==> src/rtl/quad_decoder_multi_if.sv <==
// Bus bundle between the encoder pins / position registers and quad_decoder_multi.
// Channel i of count lives at bits [i*CNT_W +: CNT_W].
interface quad_decoder_multi_if #(
    parameter int CHANNELS = 2,
    parameter int CNT_W    = 16
);
    logic [CHANNELS-1:0]       enc_a;
    logic [CHANNELS-1:0]       enc_b;
    logic [CHANNELS-1:0]       clr;
    logic [CHANNELS*CNT_W-1:0] count;
    logic [CHANNELS-1:0]       step;
    logic [CHANNELS-1:0]       dir;
    logic [CHANNELS-1:0]       err;
    logic [CHANNELS-1:0]       err_sticky;

    modport master (
        output enc_a, enc_b, clr,
        input  count, step, dir, err, err_sticky
    );

    modport slave (
        input  enc_a, enc_b, clr,
        output count, step, dir, err, err_sticky
    );
endinterface

==> src/rtl/quad_decoder_multi.sv <==
// Multi-channel quadrature decoder: per channel a 2-flop synchroniser, a
// run-length glitch filter, a {prev_ab, f} state-action table and a signed
// wrap-around position counter with step/dir/err reporting.
module quad_decoder_multi #(
    parameter int CHANNELS = 2,
    parameter int CNT_W    = 16,
    parameter int FILT_LEN = 3
) (
    input  logic                 clk,
    input  logic                 reset,
    quad_decoder_multi_if.slave  bus
);

    localparam logic [3:0] FILT_LEN_C = 4'(FILT_LEN);

    logic [CHANNELS-1:0][CNT_W-1:0] count_v;
    logic [CHANNELS-1:0]            step_v;
    logic [CHANNELS-1:0]            dir_v;
    logic [CHANNELS-1:0]            err_v;
    logic [CHANNELS-1:0]            sticky_v;

    assign bus.count      = count_v;
    assign bus.step       = step_v;
    assign bus.dir        = dir_v;
    assign bus.err        = err_v;
    assign bus.err_sticky = sticky_v;

    for (genvar ch = 0; ch < CHANNELS; ch++) begin : g_ch
        logic [1:0]       sync1_r;
        logic [1:0]       sync2_r;
        // Filtered level; it also serves as prev_ab for the table lookup.
        logic [1:0]       filt_r;
        logic [1:0]       cand_r;
        logic [3:0]       run_r;
        logic             primed_r;
        logic [CNT_W-1:0] count_r;
        logic             step_r;
        logic             dir_r;
        logic             err_r;
        logic             sticky_r;

        logic             differs_s;
        logic             accept_s;
        logic [3:0]       run_nxt_s;
        logic [1:0]       cand_nxt_s;
        logic             fwd_s;
        logic             rev_s;
        logic             dbl_s;

        // Filter decision: count consecutive equal samples that differ from
        // the filtered level; before priming every level counts as new.
        always_comb begin
            differs_s  = (!primed_r) || (sync2_r != filt_r);
            accept_s   = 1'b0;
            run_nxt_s  = run_r;
            cand_nxt_s = cand_r;
            if (!differs_s) begin
                run_nxt_s = 4'd0;
            end else if ((run_r == 4'd0) || (sync2_r != cand_r)) begin
                cand_nxt_s = sync2_r;
                if (FILT_LEN_C == 4'd1) begin
                    accept_s  = 1'b1;
                    run_nxt_s = 4'd0;
                end else begin
                    run_nxt_s = 4'd1;
                end
            end else if ((run_r + 4'd1) == FILT_LEN_C) begin
                accept_s  = 1'b1;
                run_nxt_s = 4'd0;
            end else begin
                run_nxt_s = run_r + 4'd1;
            end
        end

        // State-action table indexed by {prev_ab, new filtered ab}.
        always_comb begin
            fwd_s = 1'b0;
            rev_s = 1'b0;
            dbl_s = 1'b0;
            case ({filt_r, sync2_r})
                4'b0001, 4'b0111, 4'b1110, 4'b1000: fwd_s = 1'b1;
                4'b0010, 4'b1011, 4'b1101, 4'b0100: rev_s = 1'b1;
                4'b0011, 4'b1100, 4'b0110, 4'b1001: dbl_s = 1'b1;
                default: begin
                    fwd_s = 1'b0;
                    rev_s = 1'b0;
                    dbl_s = 1'b0;
                end
            endcase
        end

        // Synchroniser and filter state; reset discards in-flight progress.
        always_ff @(posedge clk) begin
            if (reset) begin
                sync1_r  <= 2'b00;
                sync2_r  <= 2'b00;
                filt_r   <= 2'b00;
                cand_r   <= 2'b00;
                run_r    <= 4'd0;
                primed_r <= 1'b0;
            end else begin
                sync1_r <= {bus.enc_a[ch], bus.enc_b[ch]};
                sync2_r <= sync1_r;
                cand_r  <= cand_nxt_s;
                run_r   <= run_nxt_s;
                if (accept_s) begin
                    filt_r   <= sync2_r;
                    primed_r <= 1'b1;
                end
            end
        end

        // Counter and reporting; clr overrides any step or error this cycle.
        always_ff @(posedge clk) begin
            if (reset) begin
                count_r  <= '0;
                step_r   <= 1'b0;
                dir_r    <= 1'b0;
                err_r    <= 1'b0;
                sticky_r <= 1'b0;
            end else begin
                step_r <= 1'b0;
                err_r  <= 1'b0;
                if (accept_s && primed_r) begin
                    if (fwd_s) begin
                        dir_r <= 1'b1;
                        if (!bus.clr[ch]) begin
                            count_r <= count_r + CNT_W'(1);
                            step_r  <= 1'b1;
                        end
                    end else if (rev_s) begin
                        dir_r <= 1'b0;
                        if (!bus.clr[ch]) begin
                            count_r <= count_r - CNT_W'(1);
                            step_r  <= 1'b1;
                        end
                    end else if (dbl_s) begin
                        if (!bus.clr[ch]) begin
                            err_r    <= 1'b1;
                            sticky_r <= 1'b1;
                        end
                    end
                end
                if (bus.clr[ch]) begin
                    count_r  <= '0;
                    sticky_r <= 1'b0;
                end
            end
        end

        assign count_v[ch]  = count_r;
        assign step_v[ch]   = step_r;
        assign dir_v[ch]    = dir_r;
        assign err_v[ch]    = err_r;
        assign sticky_v[ch] = sticky_r;
    end

endmodule
==> src/flat_wrapper.sv <==
// flat-port wrapper written by rule: the top's interface ports become plain ports
module quad_decoder_multi_flat 
#(
    parameter int CHANNELS = 2,
    parameter int CNT_W    = 16,
    parameter int FILT_LEN = 3
)
  (clk, reset, bus_enc_a, bus_enc_b, bus_clr, bus_count, bus_step, bus_dir, bus_err, bus_err_sticky);
  quad_decoder_multi_if #(.CHANNELS(CHANNELS), .CNT_W(CNT_W)) bus_i ();
  input  logic clk;
  input  logic reset;
  input wire logic [$bits(bus_i.enc_a)-1:0] bus_enc_a;
  input wire logic [$bits(bus_i.enc_b)-1:0] bus_enc_b;
  input wire logic [$bits(bus_i.clr)-1:0] bus_clr;
  output wire logic [$bits(bus_i.count)-1:0] bus_count;
  output wire logic [$bits(bus_i.step)-1:0] bus_step;
  output wire logic [$bits(bus_i.dir)-1:0] bus_dir;
  output wire logic [$bits(bus_i.err)-1:0] bus_err;
  output wire logic [$bits(bus_i.err_sticky)-1:0] bus_err_sticky;
  assign bus_i.enc_a = bus_enc_a;
  assign bus_i.enc_b = bus_enc_b;
  assign bus_i.clr = bus_clr;
  assign bus_count = bus_i.count;
  assign bus_step = bus_i.step;
  assign bus_dir = bus_i.dir;
  assign bus_err = bus_i.err;
  assign bus_err_sticky = bus_i.err_sticky;
  quad_decoder_multi #(.CHANNELS(CHANNELS), .CNT_W(CNT_W), .FILT_LEN(FILT_LEN)) u_core (.clk(clk), .reset(reset), .bus(bus_i));
endmodule
==> config.mk <==
export PLATFORM = sky130hd
export DESIGN_NAME = quad_decoder_multi_flat
export DESIGN_NICKNAME = d
export VERILOG_FILES = /design/src/rtl/quad_decoder_multi_if.sv /design/src/rtl/quad_decoder_multi.sv /design/src/flat_wrapper.sv
export SDC_FILE = /design/constraint.sdc
export NUM_CORES = 1
export LEC_CHECK = 0
export CORE_ASPECT_RATIO = 0.8
export CORE_UTILIZATION = 56
export DETAILED_ROUTE_END_ITERATION = 7
export PLACE_DENSITY = 0.8
export SLEW_MARGIN = 20
export SYNTH_ARGS = -nofsm -noshare
export SYNTH_HDL_FRONTEND = slang
export SYNTH_SLANG_ARGS = --single-unit
==> constraint.sdc <==
create_clock -name clk -period 3.1 [get_ports clk]
set_input_delay 0.62 -clock clk [delete_from_list [all_inputs] [get_ports clk]]
set_output_delay 0.62 -clock clk [all_outputs]
set_load 0.05 [all_outputs]
== After elaboration in Yosys (flattened, before gate mapping) ==
Index checks and enable logic that the tools add are counted.

* Register bits after elaboration: 66
* Input port bits: 8
* Output and inout bits: 40
* Word-level logic and storage cells: 134

* Add/subtract/negate cells: 6
* Equality and inequality tests: 30
* Mux-type cells: 30
* Bitwise logic cells: 10
* Reduce and logical (&&, ||, !) cells: 34

{| class="wikitable"
|+ Operators with widths
! cell !! count
|-
| 2-to-1 mux 16 bit || 4
|-
| == test 4 bit (second input constant) || 12
|-
| adder 16 x 1 -> 16 bit (second input constant) || 2
|-
| OR reduction 4 bit || 8
|-
| subtractor 16 x 1 -> 16 bit (second input constant) || 2
|-
| 2-to-1 mux 1 bit || 26
|-
| == test 4 x 2 -> 1 bit (second input constant) || 6
|-
| == test 4 x 3 -> 1 bit (second input constant) || 6
|-
| OR reduction 2 bit || 6
|-
| NOT 1 bit || 10
|-
| OR reduction 5 bit || 2
|-
| adder 4 x 1 -> 4 bit (second input constant) || 2
|-
| == test 4 x 1 -> 1 bit (second input constant) || 2
|-
| zero test 4 bit || 2
|-
| != test 2 bit || 4
|-
| AND reduction 2 bit || 4
|-
| AND reduction 4 bit || 2
|-
| logical OR 1 bit || 4
|-
| nonzero test 2 bit || 2
|-
| logical AND 1 bit || 2
|-
| zero test 1 bit || 2
|}

== Longest topological paths before layout ==
* Depth in word-level cells: 8
* Gate-level depth with buffers: 11
* Depth with buffers taken out: 10

== Least setup slack after synthesis ==
OpenSTA, ideal clock, no wires.

* Path type: register to register
* From: register u_core.g_ch[1].sync2_r[1]
* To: register u_core.g_ch[1].count_r[11]
* Library setup time: 79 ps
* Arrival: 2673 ps
* Data required time: 3021 ps
* Setup slack: 348 ps
* Cell stages (with the launch flop): 12
* Period minus slack after synthesis: 2752 ps
* Cells stage by stage: dfxtp_1 -> buf_2 -> xnor2_1 -> nand2_1 -> ha_1 -> o211ai_1 -> o21bai_1 -> a31oi_1 -> o31ai_1 -> a21oi_1 -> or4_1 -> o211ai_1

* Longest elaborated chain between the ends: 6
* Elaborated cells between the ends (all ways): 22
* Classes of those cells: eq/ne (10); mux (5); reduce/logical (7)

{| class="wikitable"
|+ RTL lines
! item !! RTL line !! source
|-
| from (decl) || quad_decoder_multi.sv:30 || <nowiki>logic [1:0] sync2_r;</nowiki>
|-
| from (signal assigned) || quad_decoder_multi.sv:103 || <nowiki>sync2_r <= sync1_r;</nowiki>
|-
| branches (longest 6 deep; another with == test 4 x 2 -> 1 bit) || -- ||
|-
| to (signal assigned) || quad_decoder_multi.sv:128 || <nowiki>count_r <= count_r + CNT_W'(1);</nowiki>
|-
| to (signal assigned) || quad_decoder_multi.sv:134 || <nowiki>count_r <= count_r - CNT_W'(1);</nowiki>
|-
| to (decl) || quad_decoder_multi.sv:36 || <nowiki>logic [CNT_W-1:0] count_r;</nowiki>
|}

Parallel ways; which one is timed is not known.
A chain may end at the register's enable or synchronous reset.

== Worst setup path in the final report ==
* From: register u_core.g_ch[0].sync2_r[0]
* To: register u_core.g_ch[0].count_r[14]

* Longest elaborated chain between the ends: 6
* Elaborated cells between the ends (all ways): 22
* Classes of those cells: eq/ne (10); mux (5); reduce/logical (7)

{| class="wikitable"
|+ RTL lines
! item !! RTL line
|-
| from (decl) || quad_decoder_multi.sv:30
|-
| from (signal assigned) || quad_decoder_multi.sv:103
|-
| branches (longest 6 deep; another with == test 4 x 2 -> 1 bit) || --
|-
| to (signal assigned) || quad_decoder_multi.sv:128
|-
| to (signal assigned) || quad_decoder_multi.sv:134
|-
| to (decl) || quad_decoder_multi.sv:36
|}

Parallel ways; which one is timed is not known.

==> results.json <==
{
  "cp-start-kind": "flip-flop",
  "critical-path-max-stage-delay_ps": 440,
  "finalPower_uw": 1860,
  "finalHoldViolCount": 0,
  "wl_per_cell_um": 14.1,
  "place_ws_ps": 191,
  "regArea_um2": 1320,
  "route.vias.total": 3273,
  "final_util_pct": 67.9,
  "p_switching_uw": 463,
  "cp_cell_sequence": "xor2_1 -> nand2_2 -> ha_1 -> a21oi_1 -> o221a_2 -> o21ai_0 -> a31oi_1 -> a21oi_1 -> xnor2_1 -> a21oi_1",
  "crit_path_end_kind": "flip-flop",
  "yosysTopAreaCell": "dfxtp_1",
  "n_fill_cell": 557,
  "ctsHoldBuffers": 0,
  "portBuffers": 47,
  "p_comb_share_pct": 8.5,
  "leakage_uw": 0.00188,
  "min_period_ps": 2850,
  "area_delta_synth_final_pct": 17.1,
  "dieHeight_um": 77.4,
  "clockRootBuffer": "clkbuf_8",
  "switching_share_pct": 24.8,
  "numCtsBuffers": 9,
  "core_area_um2": 6860,
  "reg2reg_depth": 10,
  "netlist_area_um2": 3980,
  "synth_cells": 454,
  "worst-path-max-fanout": 9,
  "post_cts_resized": 0,
  "num_rows": 27,
  "drt-initial-drc-count": 132,
  "gr-total-overflow": 0,
  "grtUsageTotal_pct": 24.2,
  "hold_path.class": "flip-flop to flip-flop",
  "layout_setup_ws_ps": 249,
  "pin_count": 48,
  "antenna_found_initial": 0,
  "synth.avg_cell_area_um2": 8.76,
  "arrival_ps": 3090,
  "synthesis.nets": 498,
  "firstDrtPassIters": 4,
  "die_w_um": 96.2,
  "worst_pin_slew_ps": 510,
  "status": "completed",
  "synthTopCellsByCount": "66 x dfxtp_1, 50 x nor2_1, 42 x nand2_1, 34 x ha_1, 33 x a21oi_1",
  "power.density_nw_per_um2": 400,
  "grt_pass1_vias": 3093,
  "max_cap_viol_count": 0,
  "grt_max_degree": 26,
  "setup_viol": 0,
  "async_flop_share_pct": 0,
  "maxSlewViolCount": 0,
  "insertion_delay_ps": 360,
  "drc": 0,
  "fin_worst_skew_ps": 12.4,
  "cpLargestDelayFamily": "compound AO/OA/AOI/OAI gates",
  "clock_sinks": 66,
  "finalWirelength_mm": 8.20,
  "timing.final.crit_share_pct": 92.0,
  "cp_slowest_cell": "dfxtp_1",
  "cts-htree-levels": 3,
  "grt_pass1_wl_mm": 14.2,
  "dieArea_um2": 7440,
  "cts_max_path_buffers": 2,
  "ys_seq_area_share_pct": 33.2,
  "worst_ir_drop_vdd_v": 0.000556,
  "yosys.area.top_type_share_pct": 33.2,
  "clkTransAtPathRegs_ps": 80,
  "multi_input_area_um2": 2460,
  "synthTopCellsByArea": "dfxtp_1 33%, ha_1 11%, xnor2_1 6.8%",
  "antenna_cells": 0,
  "power_frac_seq_pct": 46.8,
  "cp_num_buf_inv": 0,
  "start_util_pct": 58.0,
  "netlist-cell-type-count": 54,
  "synthMostInstantiatedCell": "dfxtp_1",
  "synth_seq_cells": 66,
  "synthFlopType": "dfxtp_1",
  "clock_power_share_pct": 44.7,
  "tritoncts": "yes",
  "gp_congestion": 0.924,
  "synth_edf_count": 0,
  "internal_power_uw": 1400,
  "cpMostUsedCell": "a21oi_1",
  "min_path_cells": 1,
  "worst-path-stages": 10,
  "critPathKind": "flip-flop to flip-flop",
  "cts_setup_buffers": 0,
  "worstPathRequired_ps": 3340,
  "nets": 534,
  "tns_ps": 0,
  "layout-drive-gt1-share_pct": 7.27,
  "relSlewSlack_pct": 65.9,
  "place_hpwl_mm": 5.88,
  "ys.warnings.count": 0,
  "rsz0062_at_grt": "false",
  "via_per_inst": 5.62,
  "ant_nets": 0,
  "fmax_mhz": 351
}
## per-stage QoR
step | hold WS, ps | cells | area, µm²
after floorplan | 414 | 454 | 3980
after global placement | 425 | 566 | 4420
after detailed placement | 423 | 566 | 4420
after CTS | 434 | 582 | 4650
after global routing | 451 | 582 | 4650
final | 429 | 582 | 4650
## area by class of cell
type | instances | area share (%)
repair buffers | 51 | 10.8
clock buffers | 10 | 2.96
multi-input cells | 352 | 52.8
flip-flops and latches | 66 | 28.4
well taps | 87 | 2.34
clock inverters | 6 | 1.94
inverters | 10 | 0.807
## logic make-up after synthesis
logic type	Yosys count	synth area share, %
and+or+nand+nor	153	18.8
xor gates and xnor gates	46	10.1
buffers and inverters	36	5.07
DFF	66	33.2
muxes	15	3.78
AOI/OAI and AO/OA	102	17.3
adders and majority gates	36	11.7
## power groups by stage
| stage | Combinational (µW) | Clock, µW | Sequential (µW) |
|---|---|---|---|
| 2_1_floorplan | 126 | 0 | 886 |
| 3_3_place_gp | 151 | 0 | 890 |
| 3_5_place_dp | 156 | 0 | 892 |
| 4_1_cts | 157 | 842 | 872 |
| 5_1_grt | 178 | 878 | 874 |
| 6_report | 158 | 833 | 872 |
## cells in the final DEF (no fill, tap or decap), drive strengths merged, types with 7 or more instances in the layout
cell,instances
nand4,7
a21oi,33
clkdlybuf4s50,47
clkbuf,10
ha,34
nand3,12
xnor2,31
a211oi,9
nor2,51
nor3,7
xor2,15
a21o,13
nor2b,12
dfxtp,66
nand2,42
a31oi,9
inv,10
o21ai,8
mux2i,15
## registers in the layout, summed over array words and instances (netlist names)
name / cells
u_core.g_ch.sync2_r: 4
u_core.g_ch.dir_r: 2
u_core.g_ch.run_r: 8
u_core.g_ch.sticky_r: 2
u_core.g_ch.cand_r: 4
u_core.g_ch.step_r: 2
u_core.g_ch.primed_r: 2
u_core.g_ch.count_r: 32
u_core.g_ch.filt_r: 4
u_core.g_ch.sync1_r: 4
u_core.g_ch.err_r: 2
## worst paths after layout
| path | start | end | slack (ps) |
|---|---|---|---|
| setup / recovery | u_core.g_ch[0].sync2_r[0]$_SDFF_PP0_ | u_core.g_ch[0].count_r[14]$_SDFFE_PP0P_ | 250 |
| hold / removal | u_core.g_ch[1].sync1_r[0]$_SDFF_PP0_ | u_core.g_ch[1].sync2_r[0]$_SDFF_PP0_ | 430 |
| setup reg to reg | u_core.g_ch[0].sync2_r[0]$_SDFF_PP0_ | u_core.g_ch[0].count_r[14]$_SDFFE_PP0P_ | 250 |
| hold reg to reg | u_core.g_ch[1].sync1_r[0]$_SDFF_PP0_ | u_core.g_ch[1].sync2_r[0]$_SDFF_PP0_ | 430 |
## per-layer routing
layer	wire (µm)	GRT usage [%]	share of wire, %
met1	4010	32.6	49
met2	3690	37.5	45
met3	414	6.08	5.0
met4	80	8.21	0.98
met5	0	0	0
## worst register-to-register path, cell delays in order (launching register included)
cell and delay (ps):
dfxtp_1 440, xor2_1 260, nand2_2 210, ha_1 410, a21oi_1 140, o221a_2 300, o21ai_0 370, a31oi_1 190
a21oi_1 200, xnor2_1 130, a21oi_1 80
No activity file was read; power rests on OpenSTA's default activity.
